--- src/rtl/cube_state_scanner_if.sv ---
// Bundle of the scanner's handshake, sensor and result signals.
// The slave side is the scanner; the master side drives sensors and the move sequencer.
interface cube_state_scanner_if #(
  parameter int unsigned COLOR_W      = 3,
  parameter int unsigned NUM_STICKERS = 48
);
  logic                                start;
  logic                                abort;
  logic                                move_done;
  logic                                color_valid;
  logic [COLOR_W-1:0]                  corner_color;
  logic [COLOR_W-1:0]                  edge_color;
  logic                                move_req;
  logic [5:0]                          move_index;
  logic                                busy;
  logic [(NUM_STICKERS+6)*COLOR_W-1:0] cubestate;
  logic                                cubestate_valid;
  logic                                error;
  logic [1:0]                          error_code;

  modport master (
    output start, abort, move_done, color_valid, corner_color, edge_color,
    input  move_req, move_index, busy, cubestate, cubestate_valid, error, error_code
  );

  modport slave (
    input  start, abort, move_done, color_valid, corner_color, edge_color,
    output move_req, move_index, busy, cubestate, cubestate_valid, error, error_code
  );
endinterface

--- src/rtl/cube_state_scanner.sv ---
// Sequences sticker observations, accepts a colour once enough consecutive samples agree,
// and packs the results in place beside fixed centre colours.
module cube_state_scanner #(
  parameter int unsigned          COLOR_W       = 3,
  parameter int unsigned          NUM_COLORS    = 6,
  parameter int unsigned          NUM_STICKERS  = 48,
  parameter int unsigned          NUM_CORNER    = 24,
  parameter int unsigned          NUM_SAMPLES   = 3,
  parameter int unsigned          MAX_RETRY     = 4,
  parameter int unsigned          TIMEOUT       = 1000000,
  parameter logic [6*COLOR_W-1:0] CENTER_COLORS = 18'o543210
) (
  input logic                  clk_i,
  input logic                  rst_ni,
  cube_state_scanner_if.slave  bus
);
  localparam int unsigned FieldsW = NUM_STICKERS * COLOR_W;
  localparam int unsigned TimerW  = (TIMEOUT > 2) ? $clog2(TIMEOUT) : 1;
  localparam int unsigned SCntW   = $clog2(NUM_SAMPLES + 1);
  localparam int unsigned RetryW  = $clog2(MAX_RETRY + 2);

  // Leaving on this timer value means the timer would reach TIMEOUT-1.
  localparam logic [TimerW-1:0]  TimerLast = TimerW'(TIMEOUT - 2);
  localparam logic [SCntW-1:0]   SCntLast  = SCntW'(NUM_SAMPLES - 1);
  localparam logic [RetryW-1:0]  RetryMax  = RetryW'(MAX_RETRY);
  localparam logic [5:0]         LastIdx   = 6'(NUM_STICKERS - 1);
  localparam logic [5:0]         CornerLim = 6'(NUM_CORNER);
  localparam logic [COLOR_W:0]   ColorLim  = (COLOR_W + 1)'(NUM_COLORS);

  typedef enum logic [2:0] {
    StIdle,
    StReq,
    StWaitMove,
    StSample,
    StStore,
    StDone,
    StError
  } state_e;

  state_e              state_q;
  logic [5:0]          counter_q;
  logic [FieldsW-1:0]  fields_q;
  logic [COLOR_W-1:0]  ref_q;
  logic [TimerW-1:0]   timer_q;
  logic [SCntW-1:0]    scnt_q;
  logic [RetryW-1:0]   retry_q;
  logic                move_req_q;
  logic                busy_q;
  logic                valid_q;
  logic                error_q;
  logic [1:0]          code_q;

  logic [COLOR_W-1:0]  sel_color;
  logic                sel_legal;
  logic                sample_ok;

  assign sel_color = (counter_q < CornerLim) ? bus.corner_color : bus.edge_color;
  assign sel_legal = {1'b0, sel_color} < ColorLim;
  // The first sample of a run only has to be legal; later ones must also match it.
  assign sample_ok = sel_legal && ((scnt_q == '0) || (sel_color == ref_q));

  always_ff @(posedge clk_i or negedge rst_ni) begin
    if (!rst_ni) begin
      state_q    <= StIdle;
      counter_q  <= '0;
      fields_q   <= '0;
      ref_q      <= '0;
      timer_q    <= '0;
      scnt_q     <= '0;
      retry_q    <= '0;
      move_req_q <= 1'b0;
      busy_q     <= 1'b0;
      valid_q    <= 1'b0;
      error_q    <= 1'b0;
      code_q     <= 2'd0;
    end else begin
      move_req_q <= 1'b0;
      if (busy_q && bus.abort) begin
        state_q <= StIdle;
        busy_q  <= 1'b0;
        valid_q <= 1'b0;
      end else begin
        case (state_q)
          StIdle, StDone, StError: begin
            if (bus.start) begin
              state_q    <= StReq;
              counter_q  <= '0;
              fields_q   <= '0;
              valid_q    <= 1'b0;
              error_q    <= 1'b0;
              code_q     <= 2'd0;
              busy_q     <= 1'b1;
              move_req_q <= 1'b1;
            end
          end
          StReq: begin
            timer_q <= '0;
            state_q <= StWaitMove;
          end
          StWaitMove: begin
            if (bus.move_done && bus.color_valid) begin
              state_q <= StSample;
              scnt_q  <= '0;
              retry_q <= '0;
            end else if (timer_q == TimerLast) begin
              state_q <= StError;
              busy_q  <= 1'b0;
              error_q <= 1'b1;
              code_q  <= 2'd1;
            end else begin
              timer_q <= timer_q + TimerW'(1);
            end
          end
          StSample: begin
            if (!bus.color_valid) begin
              scnt_q <= '0;
            end else if (sample_ok) begin
              if (scnt_q == '0) begin
                ref_q <= sel_color;
              end
              if (scnt_q == SCntLast) begin
                state_q <= StStore;
              end else begin
                scnt_q <= scnt_q + SCntW'(1);
              end
            end else begin
              scnt_q <= '0;
              if (retry_q == RetryMax) begin
                state_q <= StError;
                busy_q  <= 1'b0;
                error_q <= 1'b1;
                code_q  <= 2'd2;
              end else begin
                retry_q <= retry_q + RetryW'(1);
              end
            end
          end
          StStore: begin
            for (int k = 0; k < NUM_STICKERS; k++) begin
              if (counter_q == 6'(k)) begin
                fields_q[k*COLOR_W +: COLOR_W] <= ref_q;
              end
            end
            if (counter_q == LastIdx) begin
              state_q <= StDone;
              busy_q  <= 1'b0;
              valid_q <= 1'b1;
            end else begin
              counter_q  <= counter_q + 6'd1;
              state_q    <= StReq;
              move_req_q <= 1'b1;
            end
          end
          default: begin
            state_q <= StIdle;
            busy_q  <= 1'b0;
          end
        endcase
      end
    end
  end

  assign bus.move_req        = move_req_q;
  assign bus.move_index      = counter_q;
  assign bus.busy            = busy_q;
  assign bus.cubestate       = {CENTER_COLORS, fields_q};
  assign bus.cubestate_valid = valid_q;
  assign bus.error           = error_q;
  assign bus.error_code      = code_q;
endmodule

--- src/flat_wrapper.sv ---
// flat-port wrapper written by rule: the top's interface ports become plain ports
module cube_state_scanner_flat 
#(
  parameter int unsigned          COLOR_W       = 3,
  parameter int unsigned          NUM_COLORS    = 6,
  parameter int unsigned          NUM_STICKERS  = 48,
  parameter int unsigned          NUM_CORNER    = 24,
  parameter int unsigned          NUM_SAMPLES   = 3,
  parameter int unsigned          MAX_RETRY     = 4,
  parameter int unsigned          TIMEOUT       = 1000000,
  parameter logic [6*COLOR_W-1:0] CENTER_COLORS = 18'o543210
)
  (clk_i, rst_ni, bus_start, bus_abort, bus_move_done, bus_color_valid, bus_corner_color, bus_edge_color, bus_move_req, bus_move_index, bus_busy, bus_cubestate, bus_cubestate_valid, bus_error, bus_error_code);
  cube_state_scanner_if #(.COLOR_W(COLOR_W), .NUM_STICKERS(NUM_STICKERS)) bus_i ();
  input logic clk_i;
  input logic rst_ni;
  input wire logic [$bits(bus_i.start)-1:0] bus_start;
  input wire logic [$bits(bus_i.abort)-1:0] bus_abort;
  input wire logic [$bits(bus_i.move_done)-1:0] bus_move_done;
  input wire logic [$bits(bus_i.color_valid)-1:0] bus_color_valid;
  input wire logic [$bits(bus_i.corner_color)-1:0] bus_corner_color;
  input wire logic [$bits(bus_i.edge_color)-1:0] bus_edge_color;
  output wire logic [$bits(bus_i.move_req)-1:0] bus_move_req;
  output wire logic [$bits(bus_i.move_index)-1:0] bus_move_index;
  output wire logic [$bits(bus_i.busy)-1:0] bus_busy;
  output wire logic [$bits(bus_i.cubestate)-1:0] bus_cubestate;
  output wire logic [$bits(bus_i.cubestate_valid)-1:0] bus_cubestate_valid;
  output wire logic [$bits(bus_i.error)-1:0] bus_error;
  output wire logic [$bits(bus_i.error_code)-1:0] bus_error_code;
  assign bus_i.start = bus_start;
  assign bus_i.abort = bus_abort;
  assign bus_i.move_done = bus_move_done;
  assign bus_i.color_valid = bus_color_valid;
  assign bus_i.corner_color = bus_corner_color;
  assign bus_i.edge_color = bus_edge_color;
  assign bus_move_req = bus_i.move_req;
  assign bus_move_index = bus_i.move_index;
  assign bus_busy = bus_i.busy;
  assign bus_cubestate = bus_i.cubestate;
  assign bus_cubestate_valid = bus_i.cubestate_valid;
  assign bus_error = bus_i.error;
  assign bus_error_code = bus_i.error_code;
  cube_state_scanner #(.COLOR_W(COLOR_W), .NUM_COLORS(NUM_COLORS), .NUM_STICKERS(NUM_STICKERS), .NUM_CORNER(NUM_CORNER), .NUM_SAMPLES(NUM_SAMPLES), .MAX_RETRY(MAX_RETRY), .TIMEOUT(TIMEOUT), .CENTER_COLORS(CENTER_COLORS)) u_core (.clk_i(clk_i), .rst_ni(rst_ni), .bus(bus_i));
endmodule
--- config.mk ---
export PLATFORM = sky130hd
export DESIGN_NAME = cube_state_scanner_flat
export DESIGN_NICKNAME = d
export VERILOG_FILES = /design/src/rtl/cube_state_scanner_if.sv /design/src/rtl/cube_state_scanner.sv /design/src/flat_wrapper.sv
export SDC_FILE = /design/constraint.sdc
export NUM_CORES = 1
export LEC_CHECK = 0
export ABC_AREA = 1
export CAP_MARGIN = 10
export CORE_ASPECT_RATIO = 0.7
export CORE_MARGIN = 2
export CORE_UTILIZATION = 53
export CTS_BUF_LIST = sky130_fd_sc_hd__clkbuf_8
export DETAILED_ROUTE_END_ITERATION = 12
export PLACE_DENSITY = 0.83
export SLEW_MARGIN = 10
export SYNTH_ARGS = -nofsm -noshare
export SYNTH_HDL_FRONTEND = slang
export SYNTH_SLANG_ARGS = --single-unit
export TNS_END_PERCENT = 50
--- constraint.sdc ---
create_clock -name clk_i -period 2.3 [get_ports clk_i]
set_input_delay 0.575 -clock clk_i [delete_from_list [all_inputs] [get_ports clk_i]]
set_output_delay 0.575 -clock clk_i [all_outputs]
set_load 0.02 [all_outputs]
Word-level counts from Yosys, hierarchy flattened
Index checks and enable logic that the tools add are counted.
{"block": "word_totals", "ff_bits": 187, "in_bits": 12, "out_inout_bits": 174, "wordCells": 370}
{"block": "classes", "addsub": 4, "magnitude_cmp": 2, "eq_ne": 127, "n_mux": 107, "bitwise": 1, "n_reduce_logical": 70}
{"cell": "144-bit case mux with 2 select lines", "n": 1}
{"cell": "4-bit AND reduction", "n": 51}
{"cell": "3-bit 2-to-1 mux", "n": 62}
{"cell": "144-bit 2-to-1 mux", "n": 1}
{"cell": "2-bit by 1-bit inequality test with 1-bit output, second input constant", "n": 52}
{"cell": "6-bit by 5-bit equality test with 1-bit output, second input constant", "n": 16}
{"cell": "6-bit equality test, second input constant", "n": 16}
{"cell": "6-bit by 4-bit equality test with 1-bit output, second input constant", "n": 8}
{"cell": "20-bit 2-to-1 mux", "n": 2}
{"cell": "20-bit case mux with 2 select lines", "n": 1}
{"cell": "6-bit by 3-bit equality test with 1-bit output, second input constant", "n": 4}
{"cell": "20-bit by 1-bit adder with 20-bit output, second input constant", "n": 1}
{"cell": "20-bit equality test, second input constant", "n": 1}
{"cell": "2-bit 2-to-1 mux", "n": 10}
{"cell": "1-bit 2-to-1 mux", "n": 19}
{"cell": "8-bit AND reduction", "n": 2}
{"cell": "3-bit case mux with 5 select lines", "n": 1}
{"cell": "2-bit inequality test, second input constant", "n": 7}
{"cell": "3-bit equality test, second input constant", "n": 4}
{"cell": "6-bit by 2-bit equality test with 1-bit output, second input constant", "n": 2}
{"cell": "6-bit 2-to-1 mux", "n": 2}
{"cell": "6-bit case mux with 2 select lines", "n": 1}
{"cell": "5-bit AND reduction", "n": 2}
{"cell": "3-bit by 1-bit inequality test with 1-bit output, second input constant", "n": 3}
{"cell": "other kinds (31)", "n": 42}

Depth between registers and ports, before layout
Gate-level depths: netlist (run 1).
{"block": "depth", "word_depth": 9, "depth_mapped": 14, "depth_no_buf": 13}

Worst setup path after synthesis (run 1)
No wires, ideal clock.
{"block": "synth_timing", "kind": "in2reg", "startpoint": "input port bus_abort", "endpoint": "register u_core.fields_q[50]", "setup_ps": 78, "t_arrival_ps": 1863, "required_ps": 2222, "setup_slack_ps": 359, "stages": 10, "n_path_buf": 1, "path_cell_list": "nand2_1 inv_2 nor2_1 nand2_2 nor2_4 inv_4 buf_2 o31ai_2 nor2_1 a21oi_1"}
{"block": "synth_via", "elab_chain_cells": 3}
{"item": "start, declared", "line_no": "flat_wrapper.sv:18", "rtl": "input wire logic [$bits(bus_i.abort)-1:0] bus_abort;"}
{"item": "1-bit logical AND", "line_no": "cube_state_scanner.sv:78", "rtl": "if (busy_q && bus.abort) begin"}
{"item": "1-bit inverter (no source line)"}
{"item": "4-bit AND reduction (no source line)"}
{"item": "end signal, assigned by index", "line_no": "cube_state_scanner.sv:141", "rtl": "fields_q[k*COLOR_W +: COLOR_W] <= ref_q;"}
{"item": "end, declared", "line_no": "cube_state_scanner.sv:42", "rtl": "logic [FieldsW-1:0] fields_q;"}
Every way passes these cells.
A chain may end at the register's enable or synchronous reset.

Worst setup path in the final report (run 1)
{"block": "layout_timing", "startpoint": "register u_core.counter_q[3], in the netlist u_core.bus.move_index[3]", "endpoint": "output port bus_move_index[3]"}
{"item": "start, declared", "line_no": "cube_state_scanner.sv:41", "rtl": "logic [5:0] counter_q;"}
{"item": "start signal, assigned", "line_no": "cube_state_scanner.sv:149", "rtl": "counter_q <= counter_q + 6'd1;"}
{"item": "end, declared", "line_no": "flat_wrapper.sv:24", "rtl": "output wire logic [$bits(bus_i.move_index)-1:0] bus_move_index;"}
No word-level cell between the ends.

==> results of run 1 <==
## report_power, final
group,internal [mW],switching (mW),leakage [nW],total [mW]
Clock,1.13,1.23,0.219,2.36
Combinational,4.27,5.73,2.40,10.0
Sequential,4.70,0.932,2.40,5.63
## per-stage QoR
stage / hold slack, ns / util (%) / power, mW / worst slack, ns
CTS: 0.01168 / 70.38 / 18.03 / 0.08850
global placement: 0.4638 / 67.74 / 15.25 / -0.006328
detailed placement: 0.4726 / 67.74 / 15.62 / -0.07731
global route: 0.01626 / 70.39 / 19.24 / 0.04837
floorplan: 0.2794 / - / 10.90 / 0.3594
finish: 0.006647 / 70.39 / 18.00 / 0.08867
## cell families after synthesis
logic type      count (synthesis)  share of synthesized area, %
fa+ha+maj                      11                         1.675
other cells                     2                       0.08669
flops                         187                         54.02
xor+xnor                       11                         1.112
simple gates                  405                         19.37
buf+inv                       124                         6.485
compound gates                240                         17.26
## area by class of cell
| cell class | count | area (um^2) | area share [%] |
|---|---|---|---|
| clock buffer | 18 | 247.7 | 2.179 |
| clock inverter | 14 | 178.9 | 1.574 |
| inverter | 71 | 269.0 | 2.366 |
| multi-input combinational | 685 | 3485 | 30.65 |
| sequential | 187 | 4679 | 41.16 |
| tap | 225 | 281.5 | 2.476 |
| timing repair buffer | 226 | 2228 | 19.60 |
## cell usage after synthesis, types with 2 or more instances
cell / n
dfrtp_1: 187
nand2_1: 173
nor2_1: 146
a21oi_1: 98
o21ai_0: 87
inv_1: 64
nand3_1: 48
clkbuf_1: 22
buf_4: 20
o31ai_2: 19
nand4_1: 16
ha_1: 10
o31ai_1: 10
buf_2: 8
nor3_1: 8
xor2_1: 7
a21oi_2: 5
inv_2: 5
o21ai_1: 5
o31ai_4: 5
a31oi_1: 4
nor4_1: 4
xnor2_1: 4
a41oi_1: 3
or2_2: 3
conb_1: 2
nor3b_1: 2
## state kept, by name, indices dropped and copies added, names as in the netlist, 2 cells and up
name / flops
u_core.ref_q: 3
u_core.state_q: 3
u_core.retry_q: 3
u_core.bus.error_code: 2
u_core.bus.move_index: 6
u_core.timer_q: 20
u_core.scnt_q: 2
u_core.fields_q: 144
## worst max-delay path, delay by kind of cell, from the launching register on
| family | cells | cell delay (ns) |
|---|---|---|
| flip-flops | 1 | 0.38 |
| buffers and inverters | 2 | 0.80 |
## how the worst max path moves through the flow
stage / from / slack (ns) / cells after the start / to
after CTS: u_core.bus.move_index[3] / 0.09 / 2 / bus_move_index[3]
final: u_core.bus.move_index[3] / 0.09 / 2 / bus_move_index[3]
after floorplan: bus_abort / 0.36 / 10 / u_core.fields_q[50]
after global placement: bus_abort / -0.006 / 11 / u_core.fields_q[117]
after detailed placement: bus_abort / -0.08 / 11 / u_core.fields_q[63]
after global routing: u_core.bus.move_index[2] / 0.05 / 1 / bus_move_index[2]
## layer usage
layer | routed length (um) | part of all wire, % | vias to the layer above
met4 | 319 | 1.3 | 0
met3 | 2006 | 8.4 | 26
met5 | 0 | 0 | -
met2 | 10410 | 44 | 332
met1 | 11120 | 47 | 3757
li1 | - | - | 3654
==> summary.md, run 1 <==
| Metric | Value |
|---|---|
| Status | `completed` |
| Final Max Tran Viols | `0` |
| Synth top area cells | `dfrtp_1 54%, nand2_1 7.5%, nor2_1 6.3%` |
| Nets@finish | `between 1,000 and 1,500` |
| CP Capture Type | `primary output` |
| Largest net degree at the start of global routing | `51` |
| Clock Sinks | `187` |
| #FFs+latches synth | `187` |
| Mapped Area | `between 8000 and 9000 um^2` |
| Reg2reg path depth | `8` |
| 1st-pass router iterations | `5` |
| Period utilization | `between 90% and 100%` |
| Via count | `7,769` |
| Worst path arrival time | `around 1.6 ns` |
| Commonest non-fill, non-tap cell in the layout | `dfrtp_1` |
| Setup Fix Bufs, Post-CTS | `0` |
| Post-synthesis async set-or-reset flop share | `100.0%` |
| Max cap viols | `0` |
| Rel. slew slack | `61.16%` |
| P&R area growth vs syn | `31.24%` |
| Met2 Use GR | `42.19%` |
| CTS tree | `yes` |
| Die area | `17,400 um^2` |
| Die W | `~160 um` |
| VDD IR max | `0.9791 mV` |
| Syn_area_per_cell | `8.840 um^2` |
| Pwr Density | `~1600 nW/um^2` |
| Core Footprint | `16,150 um^2` |
| Fin. Hold Viols | `0` |
| Cell Area, Placed | `approximately 11,000 um^2` |
| Cells after Synth | `980` |
| Routability cong. | `0.9632` |
| Port buffer count | `167` |
| Number of global-route vias before repair | `7,485` |
| Critical path required time | `1.73 ns` |
| Met3 Track Usage GR | `6.724%` |
| R2R Setup Slk | `0.22 ns` |
| Slowest CP cell | `clkdlybuf4s50_1` |
| Hold Path Class | `in -> async` |
| Fillcell total | `1,210` |
| GR Util met1 | `43.93%` |
| First-pass GRT wire length | `39,300 um` |
| Post-CTS sizing | `0` |
| Startpoint Class | `flop` |
| Crit Path Max Fanout | `7` |
| Post-route ant nets | `0` |
| Final min period | `between 2 and 2.5 ns` |
| Largest area contributor in the netlist | `dfrtp_1` |
| Static Leak | `5.021 nW` |
| Initial antenna violation count | `0` |
| Row cnt | `39` |
| WL/cell | `16.73 um` |
| Distinct cells, synth | `42` |
| Initial drt markers | `735` |
| Fraction of layout cells with a size suffix above 1 | `between 10% and 20%` |
| Number of remaining DRC errors | `0` |
| Placed Instances | `1,394` |
| Yosys warns | `0` |
| Finish-stage setup viols | `0` |
| Slew at the pin closest to its max-slew limit | `0.5765 ns` |
| Seq/Total Area, Yosys | `54.02%` |
| Final worst clock skew | `0.01262 ns` |
| Setup_tns | `0 ns` |
| Critical path type | `reg -> out` |
| Most frequent cells in the layout | `187 x dfrtp_1, 173 x nand2_1, 166 x clkdlybuf4s50_1, 145 x nor2_1, 98 x a21oi_1` |
| CTS max path bufs | `2` |
| Primary FF master, synth | `dfrtp_1` |
| RSZ-0062 raised after global routing | `no` |
| Grt ovf | `0` |
| Die height | `111.0 um` |
| Gr usage total | `between 20 and 30%` |
| Total Wirelength | `about 24,000 um` |
| CP cell instances | `buf_4, clkdlybuf4s50_1` |
| Slowest Stage Delay on Critical Path | `0.64 ns` |
| Detailed Place HPWL | `roughly 18,000 um` |
| Skew-Pair Late Insertion Delay | `0.47 ns` |
| Initial Utilization | `53.64%` |
| Htree depth | `4` |
| Post-synth EDFFs | `0` |
| Final non-filler cell total | `1,426` |
| Root buffer cell | `clkbuf_8` |
| CTS Buf Count | `17` |
| GR peak layer | `met1` |
| Finished layout cell area | `11,370 um^2` |
| Drt via density | `about 5.4` |
| Reg-to-Reg End | `u_core.bus.error_code[1]` |
| Fmax | `452.2 MHz` |
| Crit Reg-Reg Startpoint | `u_core.state_q[0]` |
| CTS clock-pin slew for the worst setup and hold paths | `0.10 ns` |
| N_diodes | `0` |
| Yosys top cell area share | `54.02%` |
| # hold bufs at CTS | `0` |
| Top Ports | `186` |
Power figures use the tool's default switching activity.
==> run 2, diff against run 1 <==
- ABC_CLOCK_PERIOD_IN_PS: not set -> 2300
- CORE_UTILIZATION: 53 -> 51
- CTS_BUF_LIST: sky130_fd_sc_hd__clkbuf_8 -> not set
- MAX_ROUTING_LAYER: not set -> met4
- PLACE_DENSITY: 0.83 -> 0.8
==> run 2 against run 1 <==
Net effect: register-to-register slack about the same; global-route usage fell by 0.74 points; non-clock buffer count is 1 lower; via count down 0.63%; routed wire length rose by 0.51%; final cell count is essentially flat; first-iteration DRC count decreased by 1.6%; critical path depth unchanged; largest cell class unchanged; cell area increased by 1.1%; sequential power is essentially flat.
==> summary.md, run 2 (synthesized netlist as in run 1, its figures left out) <==
| Metric | Value |
|---|---|
| Total Wirelength | `23,980 um (+0.51%)` |
| Status | `completed` |
| Number of remaining DRC errors | `0 (unchanged)` |
| Crit Path Max Fanout | `7 (unchanged)` |
| Die area | `18,060 um^2 (+3.8%)` |
| Root buffer cell | `clkbuf_16` |
| Fmax | `456.3 MHz (+0.90%)` |
| Skew-Pair Late Insertion Delay | `0.44 ns (-0.03 ns)` |
| RSZ-0062 raised after global routing | `no` |
| Fraction of layout cells with a size suffix above 1 | `11.25% (about the same)` |
| First-pass GRT wire length | `38,680 um (-1.6%)` |
| Nets@finish | `1,210 (-0.083%)` |
| Post-route ant nets | `0 (unchanged)` |
| Initial drt markers | `723 (-1.6%)` |
| Cell Area, Placed | `10,920 um^2 (-0.16%)` |
| Slowest Stage Delay on Critical Path | `0.61 ns (-0.03 ns)` |
| Critical Path Stages | `2 (unchanged)` |
| R2R Setup Slk | `0.22 ns (about the same)` |
| Critical path required time | `1.73 ns (about the same)` |
| P&R area growth vs syn | `32.70%` |
| Core Footprint | `16,490 um^2 (+2.1%)` |
| Reg2reg path depth | `8 (unchanged)` |
| CTS Buf Count | `17 (unchanged)` |
| Combinational share of power | `54.2% (-1.4 points)` |
| Finished layout cell area | `11,500 um^2 (+1.1%)` |
| Detailed Place HPWL | `17,200 um (-1.7%)` |
| CP startpoint | `u_core.bus.move_index[3]` |
| Switch Pwr | `8.076 mW (+2.3%)` |
| Fin. Hold Viols | `0 (unchanged)` |
| Power Total | `18.54 mW (+3.0%)` |
| 1st-pass router iterations | `5 (unchanged)` |
| Flop pwr share | `30.5% (-0.8 points)` |
| Dpl ws | `-0.09899 ns (-0.02167 ns)` |
| Final min period | `2.192 ns (-0.01980 ns)` |
| WHS | `0.08491 ns (+0.07826 ns)` |
| Port buffer count | `167 (unchanged)` |
| Clock Sinks | `187 (unchanged)` |
| Routability cong. | `0.9827 (+2.0%)` |
| Slowest CP cell | `clkdlybuf4s50_1` |
| Internal | `10.46 mW (+3.5%)` |
| Final worst clock skew | `0.007603 ns (-0.005018 ns)` |
| Die height | `113.0 um (+1.9%)` |
| Critical path type | `reg -> out` |
| Gr usage total | `28.08% (-0.74 points)` |
| CTS tree | `yes` |
| Slew at the pin closest to its max-slew limit | `0.8266 ns (+0.2501 ns)` |
| Initial Utilization | `52.53% (-1.1 points)` |
| Hold Path Class | `in -> async` |
| Via count | `7,720 (-0.63%)` |
| Max cap viols | `0 (unchanged)` |
| Final Max Tran Viols | `0 (unchanged)` |
| Clock power frac | `15.3% (+2.2 points)` |
| Number of global-route vias before repair | `7,232 (-3.4%)` |
| Period utilization | `95.28% (-0.86 points)` |
| WP buf/inv | `2 (unchanged)` |
| Largest net degree at the start of global routing | `65 (+27%)` |
| Finish-stage setup viols | `0 (unchanged)` |
| Setup Fix Bufs, Post-CTS | `0 (unchanged)` |
| Rel. slew slack | `44.31% (-17 points)` |
| CTS clock-pin slew for the worst setup and hold paths | `0.07 ns (-0.03 ns)` |
| Die W | `159.8 um (+1.9%)` |
| VDD IR max | `1.081 mV (+10%)` |
| Largest Register | `u_core.fields_q` |
| Pwr Density | `1612 nW/um^2 (+1.9%)` |
| Row cnt | `39 (unchanged)` |
| Max reg flops | `144 (unchanged)` |
| Grt ovf | `0 (unchanged)` |
| Drt via density | `5.418 (-0.56%)` |
| WL/cell | `16.83 um (+0.58%)` |
| Setup ws final | `0.1085 ns (+0.01980 ns)` |
| N_diodes | `0 (unchanged)` |
| CP cell instances | `buf_4, clkdlybuf4s50_1` |
| Initial antenna violation count | `0 (unchanged)` |
| Reg-to-Reg End | `u_core.fields_q[143]` |
| Worst path arrival time | `1.62 ns (-0.02 ns)` |
| Critical path destination | `bus_move_index[3]` |
| Most frequent cells in the layout | `187 x dfrtp_1, 173 x nand2_1, 166 x clkdlybuf4s50_1, 145 x nor2_1, 98 x a21oi_1` |
| Static Leak | `5.059 nW (+0.76%)` |
| # hold bufs at CTS | `0 (unchanged)` |
| Post-CTS sizing | `0 (unchanged)` |
| CTS max path bufs | `2 (unchanged)` |
| Top Ports | `186 (unchanged)` |
| Switching share of total power | `43.57% (-0.29 points)` |
| Commonest non-fill, non-tap cell in the layout | `dfrtp_1` |
| Crit Reg-Reg Startpoint | `u_core.bus.move_index[0]` |
| Delay-heaviest family, CP | `buffers and inverters` |
| CP Capture Type | `primary output` |
| Htree depth | `4 (unchanged)` |
| Startpoint Class | `flop` |
[run 2: cell count changes in the layout (fill, tap and decap cells not counted), sizes merged]
cell / before / now
clkinv: 4 / 8
clkinvlp: 1 / 4
bufinv: 3 / 0
inv: 77 / 73
clkbuf: 18 / 19
buf: 60 / 58
[run 2: cell type report]
class                   instances  area [um^2]
fillers                      1267         4997
flip-flops and latches        187         4679
multi-input cells             685         3485
repair buffers                225         2211
clock buffers                  18        439.2
well taps                     225        281.5
inverters                      71        269.0
clock inverters                14        131.4
[run 2: worst reg2reg max path: stages (launching register included)]
cell	delay, ns
dfrtp_1	0.42
ha_1	0.27
inv_1	0.13
nor3_1	0.38
nor2_1	0.11
inv_1	0.13
nand4_1	0.28
nand2_1	0.13
o21ai_0	0.09
[run 2: metrics by stage]
stage / util, % / std cells / TNS (ns)
3_3_place_gp: 66.23 / 1393 / -1.008
4_1_cts: 69.69 / 1425 / 0
3_5_place_dp: 66.23 / 1393 / -3.145
5_1_grt: 69.70 / 1425 / 0
2_1_floorplan: - / 996 / 0
6_report: 69.70 / 1425 / 0
[run 2: per-layer routing]
layer / vias up / part of all wire [%] / global-route usage (%)
met5: - / 0 / -
met4: 0 / 0.92 / 6.066
li1: 3666 / - / -
met3: 19 / 8.2 / 7.185
met1: 3730 / 48 / 40.78
met2: 305 / 43 / 40.14
[run 2: worst min path at each step]
stage,start,end,slack [ns]
2_1_floorplan,rst_ni,u_core.bus.busy,0.28
3_3_place_gp,u_core.fields_q[46],u_core.fields_q[46],0.47
3_5_place_dp,u_core.bus.error,u_core.bus.error,0.47
4_1_cts,rst_ni,u_core.fields_q[94],0.09
5_1_grt,rst_ni,u_core.fields_q[90],0.09
6_report,rst_ni,u_core.fields_q[90],0.08
[run 2: power groups by stage]
stage                     Sequential, mW  Clock [mW]  Combinational [mW]
after floorplan                     7.04           0                3.86
after global placement              5.66           0                9.69
after detailed placement            5.66           0                10.0
after CTS                           5.63        2.87                10.1
after global routing                5.80        3.02                10.8
final                               5.65        2.84                10.0
==> run 3, diff against run 2 <==
==> constraint.sdc (replaced) <==
create_clock -name clk_i -period 2.3 [get_ports clk_i]
set_input_delay 0.575 -clock clk_i [delete_from_list [all_inputs] [get_ports clk_i]]
set_output_delay 0.575 -clock clk_i [all_outputs]
set_load 0.05 [all_outputs]
==> run 3 against run 2 <==
Net effect: hold slack got worse by 0.075 ns; non-clock buffer count increased by 5; final cell count increased by 0.35%; via count increased by 0.31%; clock skew increased by 0.0028 ns.
==> summary.md, run 3 (synthesized netlist as in run 1, its figures left out) <==
| Metric | Value |
|---|---|
| Core Footprint | `16,490 um^2 (unchanged)` |
| Initial drt markers | `675 (-6.6%)` |
| Detailed Place HPWL | `17,380 um (+1.0%)` |
| Number of remaining DRC errors | `0 (unchanged)` |
| CTS Buf Count | `17 (unchanged)` |
| Nets@finish | `1,215 (+0.41%)` |
| Fmax | `443.1 MHz (-2.9%)` |
| Initial Utilization | `52.53% (unchanged)` |
| Skew-Pair Late Insertion Delay | `0.44 ns (about the same)` |
| Slowest CP cell | `clkdlybuf4s50_1` |
| WP buf/inv | `1 (-1)` |
| Top Ports | `186 (unchanged)` |
| N_diodes | `0 (unchanged)` |
| CP Capture Type | `primary output` |
| Most frequent cells in the layout | `186 x dfrtp_1, 173 x nand2_1, 159 x clkdlybuf4s50_1, 145 x nor2_1, 98 x a21oi_1` |
| First-pass GRT wire length | `39,230 um (+1.4%)` |
| Final worst clock skew | `0.01040 ns (+0.002795 ns)` |
| Max cap viols | `0 (unchanged)` |
| Row cnt | `39 (unchanged)` |
| Gr usage total | `28.60% (+0.52 points)` |
| CTS clock-pin slew for the worst setup and hold paths | `0.07 ns (about the same)` |
| Fin. Hold Viols | `0 (unchanged)` |
| Max reg flops | `144 (unchanged)` |
| Drt via density | `5.415 (about the same)` |
| Critical path type | `reg -> out` |
| Largest net degree at the start of global routing | `59 (-9.2%)` |
| CTS tree | `yes` |
| Reg2reg path depth | `6 (-2)` |
| Crit Reg-Reg Startpoint | `u_core.bus.move_index[4]` |
| Routability cong. | `0.9576 (-2.6%)` |
| Clock Sinks | `187 (unchanged)` |
| Post-route ant nets | `0 (unchanged)` |
| Commonest non-fill, non-tap cell in the layout | `dfrtp_1` |
| Fraction of layout cells with a size suffix above 1 | `12.03% (+0.78 points)` |
| Reg-to-Reg End | `u_core.fields_q[92]` |
| CP cell instances | `clkdlybuf4s50_1` |
| Port buffer count | `167 (unchanged)` |
| RSZ-0062 raised after global routing | `no` |
| Total Wirelength | `24,250 um (+1.1%)` |
| Final min period | `2.257 ns (+0.06554 ns)` |
| Worst path arrival time | `1.68 ns (+0.06 ns)` |
| Slew at the pin closest to its max-slew limit | `0.8263 ns (-0.0003206 ns)` |
| Die W | `159.8 um (unchanged)` |
| Initial antenna violation count | `0 (unchanged)` |
| Final Max Tran Viols | `0 (unchanged)` |
| Rel. slew slack | `44.33% (about the same)` |
| Slowest Stage Delay on Critical Path | `0.83 ns (+0.22 ns)` |
| Via count | `7,744 (+0.31%)` |
| Root buffer cell | `clkbuf_16` |
| Number of global-route vias before repair | `7,401 (+2.3%)` |
| Htree depth | `4 (unchanged)` |
| R2R Setup Slk | `0.20 ns (-0.02 ns)` |
| Delay-heaviest family, CP | `buffers and inverters` |
| WL/cell | `16.96 um (+0.75%)` |
| Die area | `18,060 um^2 (unchanged)` |
| Critical path required time | `1.73 ns (about the same)` |
| Status | `completed` |
| Die height | `113.0 um (unchanged)` |
| 1st-pass router iterations | `5 (unchanged)` |
| Startpoint Class | `flop` |
| # hold bufs at CTS | `0 (unchanged)` |
| Period utilization | `98.13% (+2.8 points)` |
| Fillcell total | `1,303 (+2.8%)` |
| Hold Path Class | `in -> async` |
| Crit Path Max Fanout | `2 (-5)` |
| FF+latch area | `4681 um^2 (about the same)` |
| Multi-input combinational cell area | `3502 um^2 (+0.50%)` |
| Finish-stage setup viols | `0 (unchanged)` |
| Grt ovf | `0 (unchanged)` |
| P&R area growth vs syn | `33.36%` |
| CTS max path bufs | `2 (unchanged)` |
| Largest Register | `u_core.fields_q` |
| Setup_tns | `0 ns (unchanged)` |
==> run 3: changes by cell type in the layout (fill, tap and decap cells not counted), moves of 2 or more <==
cell / delta
buf_12: -2
buf_4: +9
clkdlybuf4s50_1: -7
clkinv_8: +2
clkinvlp_4: -3
dlygate4sd2_1: +4
o31ai_2: -2
o31ai_4: +2
==> run 3: repair_timing <==
item                                    CTS  global route
pin swaps                                 0             0
gates resized for setup                   4             6
buffers inserted                          0             0
endpoints found under the setup margin    4            13
==> run 3: through the flow <==
step	setup slack (ns)	cell area (um^2)	util [%]	std cells	hold WS (ns)
2_1_floorplan	0.1766	8723	-	996	0.2794
3_3_place_gp	-0.1048	10930	66.26	1398	0.4659
3_5_place_dp	-0.2459	10930	66.26	1398	0.4582
4_1_cts	0.02836	11530	69.90	1430	0.008715
5_1_grt	0.001377	11550	70.05	1430	0.01196
6_report	0.04294	11550	70.05	1430	0.009464
==> run 3: area by class of cell <==
| type | count | area share, % |
|---|---|---|
| clock buffer | 17 | 3.682 |
| clock inverter | 15 | 1.559 |
| inverter | 71 | 2.328 |
| multi-input combinational | 685 | 30.31 |
| sequential | 187 | 40.51 |
| tap | 225 | 2.437 |
| timing repair buffer | 230 | 19.17 |
==> run 3: worst max-delay path by stage <==
stage | start | cells after the start | endpoint
after floorplan | u_core.bus.move_index[3] | 13 | u_core.ref_q[0]
after global placement | bus_abort | 9 | u_core.fields_q[112]
after detailed placement | bus_abort | 9 | u_core.fields_q[113]
after CTS | u_core.fields_q[87] | 1 | bus_cubestate[87]
after global routing | u_core.bus.move_index[4] | 7 | u_core.fields_q[90]
final | u_core.fields_q[87] | 1 | bus_cubestate[87]
==> run 3: routing by layer <==
layer  vias up  GRT usage, %  share of wire [%]
li1       3676             -                  -
met1      3676         41.99                 46
met2       360         40.58                 43
met3        32         6.598                8.8
met4         0         6.967                1.6
met5         -             -                  0
Power of run 3 is left out: the tool's default activity adds up to more than one toggle a clock period on the data nets, which glitch-free logic cannot reach.
